--- src/rtl/sound_scheduler_pkg.sv ---
// Shared note encoding, tone half-periods and per-requester note sequences for sound_scheduler.
package sound_pkg;

   typedef enum logic [1:0] {
      NOTE_C = 2'd0,
      NOTE_D = 2'd1,
      NOTE_E = 2'd2,
      NOTE_G = 2'd3
   } note_e;

   localparam int unsigned HALF_C  = 2986;
   localparam int unsigned HALF_D  = 2660;
   localparam int unsigned HALF_E  = 2369;
   localparam int unsigned HALF_G  = 1993;
   localparam int unsigned HALF_W  = $clog2(HALF_C + 1);
   localparam int unsigned NUM_REQ = 4;
   localparam int unsigned ID_W    = 2;
   localparam int unsigned IDX_W   = 2;

   // One requester's melody: index of its last note plus up to four notes.
   typedef struct packed {
      logic [IDX_W-1:0] last;
      note_e            n0;
      note_e            n1;
      note_e            n2;
      note_e            n3;
   } seq_t;

   function automatic seq_t seq_entry(input logic [ID_W-1:0] id);
      seq_t s;
      case (id)
         2'd0:    s = '{last: 2'd0, n0: NOTE_C, n1: NOTE_C, n2: NOTE_C, n3: NOTE_C};
         2'd1:    s = '{last: 2'd0, n0: NOTE_D, n1: NOTE_C, n2: NOTE_C, n3: NOTE_C};
         2'd2:    s = '{last: 2'd1, n0: NOTE_E, n1: NOTE_G, n2: NOTE_C, n3: NOTE_C};
         default: s = '{last: 2'd3, n0: NOTE_G, n1: NOTE_E, n2: NOTE_D, n3: NOTE_C};
      endcase
      return s;
   endfunction

   function automatic note_e note_at(input seq_t s, input logic [IDX_W-1:0] idx);
      note_e n;
      case (idx)
         2'd0:    n = s.n0;
         2'd1:    n = s.n1;
         2'd2:    n = s.n2;
         default: n = s.n3;
      endcase
      return n;
   endfunction

   // Half-period after the simulation shift; never allowed to collapse to zero.
   function automatic logic [HALF_W-1:0] half_limit(input note_e n, input int unsigned shift);
      int unsigned h;
      case (n)
         NOTE_C:  h = HALF_C;
         NOTE_D:  h = HALF_D;
         NOTE_E:  h = HALF_E;
         default: h = HALF_G;
      endcase
      h = h >> shift;
      if (h == 0) h = 1;
      return HALF_W'(h);
   endfunction

endpackage

--- src/rtl/sound_scheduler_if.sv ---
// Request/audio bundle between the game logic and sound_scheduler.
interface sound_scheduler_if;
   import sound_pkg::*;

   logic [NUM_REQ-1:0] req;
   logic               tone_out;
   logic               busy;
   logic [ID_W-1:0]    active_id;
   logic [1:0]         note_code;
   logic               done;

   modport master (output req, input tone_out, busy, active_id, note_code, done);
   modport slave  (input req, output tone_out, busy, active_id, note_code, done);
endinterface

--- src/rtl/sound_scheduler_tone_gen.sv ---
// Square-wave generator: toggles every half cycles while enabled, silent and restarted otherwise.
module tone_gen
   import sound_pkg::*;
(
   input  logic              clk,
   input  logic              rst_n,
   input  logic              en,
   input  logic              load,
   input  logic [HALF_W-1:0] half,
   output logic              tone
);
   logic [HALF_W-1:0] cnt_q;

   always_ff @(posedge clk or negedge rst_n) begin
      if (!rst_n) begin
         cnt_q <= '0;
         tone  <= 1'b0;
      end else if (load || !en) begin
         cnt_q <= '0;
         tone  <= 1'b0;
      end else if (cnt_q == half - HALF_W'(1)) begin
         cnt_q <= '0;
         tone  <= ~tone;
      end else begin
         cnt_q <= cnt_q + HALF_W'(1);
      end
   end
endmodule

--- src/rtl/sound_scheduler.sv ---
// Fixed-priority scheduler that plays one requester's note sequence at a time on the shared tone.
// Build macro SOUND_PREEMPT_EN lets a higher-priority pending request abort the running sequence.
module sound_scheduler
   import sound_pkg::*;
#(
   parameter int unsigned NOTE_LEN   = 2500000,
   parameter int unsigned GAP_LEN    = 250000,
   parameter int unsigned TONE_SHIFT = 0
) (
   input logic              clk,
   input logic              reset_n,
   sound_scheduler_if.slave bus
);
   localparam int unsigned      DUR_MAX   = (NOTE_LEN > GAP_LEN) ? NOTE_LEN : GAP_LEN;
   localparam int unsigned      DUR_W     = $clog2(DUR_MAX + 1);
   localparam logic [DUR_W-1:0] NOTE_LAST = DUR_W'(NOTE_LEN - 1);
   localparam logic [DUR_W-1:0] GAP_LAST  = DUR_W'(GAP_LEN - 1);

   typedef enum logic [1:0] {ST_IDLE, ST_PLAY, ST_GAP} state_e;

   state_e             state_q, state_d;
   logic [NUM_REQ-1:0] pending_q, pending_d;
   logic [ID_W-1:0]    active_q, active_d;
   note_e              note_q, note_d;
   seq_t               seq_q, seq_d;
   logic [IDX_W-1:0]   idx_q, idx_d;
   logic [DUR_W-1:0]   dur_q, dur_d;
   logic               busy_q, busy_d;
   logic               done_q, done_d;
   logic               tone_en_c, tone_load_c, preempt_c, tone;
   logic [ID_W-1:0]    grant_c;
   logic [HALF_W-1:0]  half_c;

   // Highest set pending bit wins.
   always_comb begin
      grant_c = '0;
      for (int i = 0; i < NUM_REQ; i++)
         if (pending_q[i]) grant_c = ID_W'(i);
   end

`ifdef SOUND_PREEMPT_EN
   always_comb begin
      preempt_c = 1'b0;
      for (int i = 0; i < NUM_REQ; i++)
         if (pending_q[i] && (ID_W'(i) > active_q)) preempt_c = 1'b1;
   end
`else
   assign preempt_c = 1'b0;
`endif

   always_comb begin
      state_d     = state_q;
      pending_d   = pending_q;
      active_d    = active_q;
      note_d      = note_q;
      seq_d       = seq_q;
      idx_d       = idx_q;
      dur_d       = dur_q;
      busy_d      = busy_q;
      done_d      = 1'b0;
      tone_en_c   = 1'b0;
      tone_load_c = 1'b0;
      case (state_q)
         ST_IDLE: begin
            if (pending_q != '0) begin
               pending_d[grant_c] = 1'b0;
               active_d    = grant_c;
               seq_d       = seq_entry(grant_c);
               note_d      = note_at(seq_entry(grant_c), '0);
               idx_d       = '0;
               dur_d       = '0;
               busy_d      = 1'b1;
               tone_load_c = 1'b1;
               state_d     = ST_PLAY;
            end
         end
         ST_PLAY: begin
            if (preempt_c) begin
               dur_d   = '0;
               busy_d  = 1'b0;
               state_d = ST_IDLE;
            end else if (dur_q == NOTE_LAST) begin
               dur_d = '0;
               if (idx_q == seq_q.last) begin
                  done_d  = 1'b1;
                  busy_d  = 1'b0;
                  state_d = ST_IDLE;
               end else begin
                  state_d = ST_GAP;
               end
            end else begin
               dur_d     = dur_q + DUR_W'(1);
               tone_en_c = 1'b1;
            end
         end
         ST_GAP: begin
            if (preempt_c) begin
               dur_d   = '0;
               busy_d  = 1'b0;
               state_d = ST_IDLE;
            end else if (dur_q == GAP_LAST) begin
               dur_d       = '0;
               idx_d       = idx_q + IDX_W'(1);
               note_d      = note_at(seq_q, idx_q + IDX_W'(1));
               tone_load_c = 1'b1;
               state_d     = ST_PLAY;
            end else begin
               dur_d = dur_q + DUR_W'(1);
            end
         end
         default: state_d = ST_IDLE;
      endcase
      // A new request pulse overrides the grant clear of the same cycle.
      pending_d = pending_d | bus.req;
   end

   always_ff @(posedge clk or negedge reset_n) begin
      if (!reset_n) begin
         state_q   <= ST_IDLE;
         pending_q <= '0;
         active_q  <= '0;
         note_q    <= NOTE_C;
         seq_q     <= '0;
         idx_q     <= '0;
         dur_q     <= '0;
         busy_q    <= 1'b0;
         done_q    <= 1'b0;
      end else begin
         state_q   <= state_d;
         pending_q <= pending_d;
         active_q  <= active_d;
         note_q    <= note_d;
         seq_q     <= seq_d;
         idx_q     <= idx_d;
         dur_q     <= dur_d;
         busy_q    <= busy_d;
         done_q    <= done_d;
      end
   end

   assign half_c = half_limit(note_q, TONE_SHIFT);

   tone_gen u_tone_gen (
      .clk  (clk),
      .rst_n(reset_n),
      .en   (tone_en_c),
      .load (tone_load_c),
      .half (half_c),
      .tone (tone)
   );

   assign bus.tone_out  = tone;
   assign bus.busy      = busy_q;
   assign bus.active_id = active_q;
   assign bus.note_code = note_q;
   assign bus.done      = done_q;
endmodule

--- src/flat_wrapper.sv ---
// flat-port wrapper written by rule: the top's interface ports become plain ports
module sound_scheduler_flat import sound_pkg::*;
#(
   parameter int unsigned NOTE_LEN   = 2500000,
   parameter int unsigned GAP_LEN    = 250000,
   parameter int unsigned TONE_SHIFT = 0
)
  (clk, reset_n, bus_req, bus_tone_out, bus_busy, bus_active_id, bus_note_code, bus_done);
  sound_scheduler_if bus_i ();
  input logic clk;
  input logic reset_n;
  input wire logic [$bits(bus_i.req)-1:0] bus_req;
  output wire logic [$bits(bus_i.tone_out)-1:0] bus_tone_out;
  output wire logic [$bits(bus_i.busy)-1:0] bus_busy;
  output wire logic [$bits(bus_i.active_id)-1:0] bus_active_id;
  output wire logic [$bits(bus_i.note_code)-1:0] bus_note_code;
  output wire logic [$bits(bus_i.done)-1:0] bus_done;
  assign bus_i.req = bus_req;
  assign bus_tone_out = bus_i.tone_out;
  assign bus_busy = bus_i.busy;
  assign bus_active_id = bus_i.active_id;
  assign bus_note_code = bus_i.note_code;
  assign bus_done = bus_i.done;
  sound_scheduler #(.NOTE_LEN(NOTE_LEN), .GAP_LEN(GAP_LEN), .TONE_SHIFT(TONE_SHIFT)) u_core (.clk(clk), .reset_n(reset_n), .bus(bus_i));
endmodule
--- config.mk ---
export PLATFORM = sky130hd
export DESIGN_NAME = sound_scheduler_flat
export DESIGN_NICKNAME = d
export VERILOG_FILES = /design/src/rtl/sound_scheduler_pkg.sv /design/src/rtl/sound_scheduler_if.sv /design/src/rtl/sound_scheduler_tone_gen.sv /design/src/rtl/sound_scheduler.sv /design/src/flat_wrapper.sv
export SDC_FILE = /design/constraint.sdc
export NUM_CORES = 1
export LEC_CHECK = 0
export CAP_MARGIN = 5
export CORE_MARGIN = 8
export CORE_UTILIZATION = 55
export DETAILED_ROUTE_END_ITERATION = 8
export GPL_TIMING_DRIVEN = 0
export PLACE_DENSITY = 0.73
export SETUP_SLACK_MARGIN = 0.1
export SLEW_MARGIN = 20
export SYNTH_ARGS = -nofsm -noshare
export SYNTH_HDL_FRONTEND = slang
export SYNTH_SLANG_ARGS = --single-unit
--- constraint.sdc ---
create_clock -name clk -period 5.6 [get_ports clk]
set_clock_uncertainty 0.05 [all_clocks]
set_input_delay 1.12 -clock clk [delete_from_list [all_inputs] [get_ports clk]]
set_output_delay 1.12 -clock clk [all_outputs]
set_load 0.02 [all_outputs]
==> results.md, run 1 <==
* P per Cell Area at 185 mW/mm^2
* Total gr overflow at 0
* Full die area at 0.00820 mm^2
* Hold path start: u_core.bus.active_id[1]
* Async SR Flop Fraction at 1.00
* Mux contribution to synthesized area at 0.0147
* Final Hold Viols at 0
* Fin crit share at 0.484
* Setup-failing EPs final at 0
* DPL Wire Length at 4520 um
* Netlist cell types at 53
* Port Buffer Count at 12
* Share of the synthesized area in the top cell type at 0.425
* Worst Tran Pin Value at 0.712 ns
* Synth Area in Compound Gates at 0.121
* Total track usage at 0.163
* Synth Warn # at 0
* Pre-antenna DRT Iters at 4
* Reg area at 0.00130 mm^2
* Setup TNS at 0 ns
* Most common cell after layout, fill and taps aside: dfrtp_1
* Outcome: completed
* Seq/Total Area, Yosys at 0.425
* Syn_nets at 346
* RSZ-0062 raised after global routing: no
* Critical Path RT at 5.72 ns
* Final WL at 6430 um
* Hold_ws at 0.434 ns
* Post-synthesis area per instance at 9.44 um^2
* TritonCTS Buffers at 5
* Leak at around 1.4 nW
* Avg WL per Cell at 15.5 um
* RR Startpoint: u_core.bus.note_code[0]
* Multi-input gate area at approximately 0.0016 mm^2
* 1st-iter DRT viols at 122
* Htree depth at 2
* Max Transition Viols Final at 0
* Hold Path Class: flop to flop
* Routability Congestion at 0.857
* TritonCTS clock tree: built
* CTS Buffer Depth at 2
* CP max-delay cell: or4_1
* Worst Path Arrival at 2.83 ns
* Number of enable flip-flop cells after synthesis at 0
* Initial Util at 0.562
* Synth-to-Final Area Change at 9.45%
* Design area at 0.00335 mm^2
* Final net count at ~370
* Clock sink total at between 50 and 60
* Worst rel slew slack at 0.524
* Synth Area in XOR/XNOR at 0.0973
* Dominant cell type by area after synthesis: dfrtp_1
* Peak supply drop at 0.115 mV
* Crit path launch type: flop
* Largest net degree at the start of global routing at 53
* WS Path Type: flop to flop
* Global-route wire length before repair at 11,200 um
* Worst-Skew Late Latency at 0.31 ns
* Main area contributors after synthesis: dfrtp_1 (43%), ha_1 (6.5%), xnor2_1 (6.3%), nand2_1 (4.0%), a21oi_1 (3.6%)
* Layout cells sized above 1 at 0.0641
* Crit. End Element: flop
* Post-DP Area at approximately 0.0033 mm^2
* Vias at approximately 2,400
* Simple-gate share of the synthesized area at 0.234
* Vias in the first global route at 2,290
* Crit. Startpoint: u_core.bus.note_code[0]
* DP Worst Slack at ~2.9 ns
* Routed Antenna Nets at 0
* Max incr delay on CP at 0.55 ns
* Hold buffers post-CTS at 0
* Die Y-Extent at 90.6 um
* Mapped cell area at 0.00306 mm^2
* Max-cap violations at 0
* Residual DRC at 0
* Most frequent cells in the layout: dfrtp_1 (52), nand2_1 (33), xnor2_1 (22), a21oi_1 (22), nor3_1 (17)
* Synthesized instance count at 324
* Crit-path cells: inv_1, ha_1, xnor2_1, or4_1, nor4_1, clkbuf_1, nor3_1
* Primary FF master, synth: dfrtp_1
* Core Rows at 27
* Post-CTS setup buffer count at 0
* Tmin final at 2.71 ns
* Initial antenna violation count at 0
* Chip Width at 90.6 um
* Number of synthesized register bits at 52
* Critical Path Fanout Max at 10
* Core area at ~0.0054 mm^2
* CTS resizes at 0
* Ant diodes at 0
* CTS root buffer: clkbuf_8
* Worst-path clk slew at around 0.10 ns
* Synth Area in Adders at 0.0654
* Vias/cell at 5.84
* Total power at 0.619 mW
* Fillers at 481
* Fmax at 369 MHz
* Setup WS post-layout at around 2.9 ns
* Largest family of logic cells by synthesized area: simple AND/OR/NAND/NOR gates
* IO Count at 13
synth_stat cells (8+ instances only):
master    number
ha_1          16
nor4_1        13
dfrtp_1       52
a21oi_1       22
nor2_1        12
nand3_1       16
xor2_1        12
inv_1         13
nand2_1       33
o21ai_0        9
clkbuf_1       9
and3_1         8
xnor2_1       22
nor3_1        17
kinds of logic (layout without fill, tap and decap cells):
logic type | count (synthesis) | after routing
compound gates | 58 | 58
xor+xnor | 34 | 34
fa+ha+maj | 16 | 16
buf+inv | 29 | 48
flops | 52 | 52
mux | 4 | 4
simple gates | 131 | 131
worst paths after layout:
check	to	slack [ns]	cells after the start
min in group asynchronous	u_core.dur_q[1]	0.78	1
max reg2reg	u_core.u_tone_gen.cnt_q[3]	2.89	7
max in group asynchronous	u_core.dur_q[18]	4.29	1
max	u_core.u_tone_gen.cnt_q[3]	2.89	7
min	u_core.bus.active_id[1]	0.43	2
min reg2reg	u_core.bus.active_id[1]	0.43	2
per-layer routing:
metal  vias to the layer above  GRT usage  routed length, um
met3                         7     0.0324                141
met5                         -          0                  0
li1                       1202          -                  -
met1                      1188      0.215               3060
met4                         0     0.0499                 69
met2                        25      0.262               3160
registers in the layout, indices dropped and copies added (netlist names):
| register | cells |
|---|---|
| u_core.idx_q | 2 |
| u_core.u_tone_gen.cnt_q | 12 |
| u_core.pending_q | 4 |
| u_core.dur_q | 22 |
| u_core.bus.busy | 1 |
| u_core.bus.done | 1 |
| u_core.u_tone_gen.tone | 1 |
| u_core.bus.active_id | 1 |
| u_core.seq_q | 4 |
| u_core.bus.note_code | 2 |
| u_core.state_q | 2 |
worst max-delay path, delay by kind of cell, from the launching register on:
| kind | cells | cell delay [ns] |
|---|---|---|
| buf+inv | 2 | 0.54 |
| xor+xnor | 1 | 0.12 |
| flops | 1 | 0.46 |
| simple gates | 3 | 1.17 |
| fa+ha+maj | 1 | 0.24 |
report_power, final:
| group | switching (mW) | internal [mW] | total [mW] |
|---|---|---|---|
| registers | 0.00306 | 0.378 | 0.381 |
| logic | 0.0169 | 0.0125 | 0.0294 |
| clock network | 0.124 | 0.0850 | 0.209 |
final cells by class:
type | instances | share of cell area
buffer | 16 | 0.0239
clock buffer | 5 | 0.0206
clock inverter | 2 | 0.00374
inverter | 13 | 0.0146
multi-input combinational | 243 | 0.487
sequential | 52 | 0.389
tap | 72 | 0.0269
timing repair buffer | 12 | 0.0351
stage by stage:
stage | std cells | util
finish | 415 | 0.616
global route | 415 | 0.616
CTS | 415 | 0.616
detailed placement | 408 | 0.601
global placement | 408 | 0.601
floorplan | 324 | -
Note: power is estimated with default switching activity, not from simulation.
==> run 2, diff against run 1 <==
clock period = 2.6 ns   (was 5.6 ns; I/O delays follow)
==> results.md, run 2 (same netlist as run 1, synthesis figures left out) <==
* CTS Buffer Depth at 2 (unchanged)
* TritonCTS Buffers at 5 (unchanged)
* Cell family with most CP delay: simple AND/OR/NAND/NOR gates (unchanged)
* Vias in the first global route at 2,387 (was 2,290)
* IO Count at 13 (unchanged)
* Final WL at 6800 um (was 6430 um)
* Critical Path RT at 2.72 ns (was 5.72 ns)
* Crit path capture: u_core.dur_q[20] (was u_core.u_tone_gen.cnt_q[3])
* Leak at 1.50 nW (was 1.39 nW)
* Fillers at 435 (was 481)
* Peak supply drop at 0.257 mV (was 0.115 mV)
* Setup-failing EPs final at 0 (unchanged)
* Avg WL per Cell at 16.0 um (was 15.5 um)
* Hold_ws at 0.185 ns (was 0.434 ns)
* RR Startpoint: u_core.dur_q[5] (was u_core.bus.note_code[0])
* DPL Wire Length at 4520 um (unchanged)
* Clock sink total at 52 (unchanged)
* Max incr delay on CP at 0.55 ns (about the same)
* Fin crit share at 0.979 (was 0.484)
* CTS root buffer: clkbuf_8 (unchanged)
* Crit-path cells: or4b_4, or4_4, o31a_1, buf_6, o21ai_4, buf_6, buf_6, a21oi_1 (was inv_1, ha_1, xnor2_1, or4_1, nor4_1, clkbuf_1, nor3_1)
* Full die area at 0.00820 mm^2 (unchanged)
* Hold buffers post-CTS at 0 (unchanged)
* Core Rows at 27 (unchanged)
* Stages on worst setup path at 8 (was 7)
* Routed Antenna Nets at 0 (unchanged)
* Worst r2r dst: u_core.dur_q[20] (was u_core.u_tone_gen.cnt_q[3])
* Worst-Skew Late Latency at 0.31 ns (about the same)
* Final Hold Viols at 0 (unchanged)
* Crit path launch type: flop (unchanged)
* Non-Filler Instances at 424 (was 415)
* CP max-delay cell: or4b_4 (was or4_1)
* Cell repeated most along the worst path: buf_6
* WS Path Type: flop to flop (unchanged)
* Reg-to-reg slack, setup at 0.05 ns (was 2.89 ns)
* Core area at 0.00544 mm^2 (unchanged)
* Total track usage at 0.172 (was 0.163)
* Final net count at 374 (was 365)
* Largest register FFs at 22 (unchanged)
* Crit. Startpoint: u_core.dur_q[5] (was u_core.bus.note_code[0])
* Global-route wire length before repair at 11,800 um (was 11,200 um)
* Ant diodes at 0 (unchanged)
* 1st-iter DRT viols at 106 (was 122)
* TritonCTS clock tree: built (unchanged)
* Worst path bufs/invs at 3 (was 2)
* Total gr overflow at 0 (unchanged)
* Tmin final at 2.55 ns (was 2.71 ns)
* Chip Width at 90.6 um (unchanged)
* RSZ-0062 raised after global routing: yes (was no)
* Die Y-Extent at 90.6 um (unchanged)
* Max-cap violations at 0 (unchanged)
* Initial antenna violation count at 0 (unchanged)
* Residual DRC at 0 (unchanged)
* Vias/cell at 5.84 (about the same)
* Critical Path Fanout Max at 5 (was 10)
* Most frequent cells in the layout: dfrtp_1 (50), nand2_1 (33), xnor2_1 (22), a21oi_1 (19), ha_1 (16) (was dfrtp_1 (52), nand2_1 (33), xnor2_1 (22), a21oi_1 (22), nor3_1 (17))
* Routability Congestion at 0.857 (unchanged)
* Initial Util at 0.562 (unchanged)
* Max Transition Viols Final at 0 (unchanged)
* Worst rel slew slack at 0.572 (was 0.524)
* Synth-to-Final Area Change at 18.8% (was 9.45%)
* Largest net degree at the start of global routing at 53 (unchanged)
* Vias at 2,476 (was 2,422)
* P per Cell Area at 368 mW/mm^2 (was 185 mW/mm^2)
* Crit. End Element: flop (unchanged)
* Placed insts at 408 (unchanged)
* Largest regs: u_core.dur_q x22, u_core.u_tone_gen.cnt_q x12 (unchanged)
* Top reg by flops: u_core.dur_q (unchanged)
* Hold Path Class: input pin to async pin (was flop to flop)
* Outcome: completed (unchanged)
* R2R depth at 8 (was 7)
* Most common cell after layout, fill and taps aside: dfrtp_1 (unchanged)
* Layout cells sized above 1 at 0.170 (was 0.0641)
* Port Buffer Count at 12 (unchanged)
* Htree depth at 2 (unchanged)
* Worst-path clk slew at 0.09 ns (was 0.10 ns)
* Worst Tran Pin Value at 0.642 ns (was 0.712 ns)
* Fmax at 393 MHz (was 369 MHz)
* Pre-antenna DRT Iters at 5 (was 4)
* Worst Path Arrival at 2.67 ns (was 2.83 ns)
## run 2: cell types whose count changed in the layout (fill, tap and decap cells not counted), sizes merged
cell	previous run	this run
buf	8	18
clkbuf	14	13
## run 2: timing repair
item	CTS	global route
endpoints found under the setup margin	37	38
setup buffers	5	3
pin swaps	2	9
gates cloned	1	1
gates resized for setup	13	42
## run 2: routing by layer
layer / vias up / global-route usage / wire (um)
li1: 1225 / - / -
met1: 1190 / 0.225 / 3100
met2: 52 / 0.279 / 3390
met3: 9 / 0.0333 / 220
met4: 0 / 0.0569 / 93
met5: - / 0 / 0
## run 2: through the flow
stage	power [mW]	setup slack (ns)	TNS, ns	util	instance area, um^2
CTS	1.36	0.0563	0	0.634	3450
detailed placement	0.902	-0.0920	-0.837	0.601	3270
finish	1.34	0.0538	0	0.668	3630
floorplan	0.865	0.106	0	-	3060
global placement	0.901	-0.593	-30.85	0.601	3270
global route	1.40	-0.0136	-0.0221	0.668	3630
## run 2: final cells by class
type	count	area, um^2	area share
Clock buffer	5	68.8	0.0189
Buffer	16	108	0.0296
Sequential cell	52	1300	0.359
Multi-Input combinational cell	243	1810	0.499
Inverter	13	48.8	0.0134
Clock inverter	2	12.5	0.00344
Timing Repair Buffer	21	190	0.0523
Tap cell	72	90.1	0.0248
## run 2: worst min-delay path by stage
stage,end,slack [ns],cells past startpoint
2_1_floorplan,u_core.bus.active_id[1],0.17,0
3_3_place_gp,u_core.bus.active_id[1],0.41,2
3_5_place_dp,u_core.bus.active_id[1],0.41,2
4_1_cts,u_core.dur_q[1],0.20,1
5_1_grt,u_core.bus.busy,0.23,1
6_report,u_core.dur_q[1],0.19,1
## run 2: power by group
group / internal [mW] / total (mW) / switching, mW
Combinational: 0.0272 / 0.0658 / 0.0386
Clock: 0.183 / 0.451 / 0.268
Sequential: 0.814 / 0.821 / 0.00666
## run 2: worst reg2reg max path, stage by stage (launching register included)
cell	delay [ns]
dfrtp_1	0.42
or4b_4	0.56
or4_4	0.45
o31a_1	0.32
buf_6	0.15
o21ai_4	0.16
buf_6	0.13
buf_6	0.11
a21oi_1	0.07
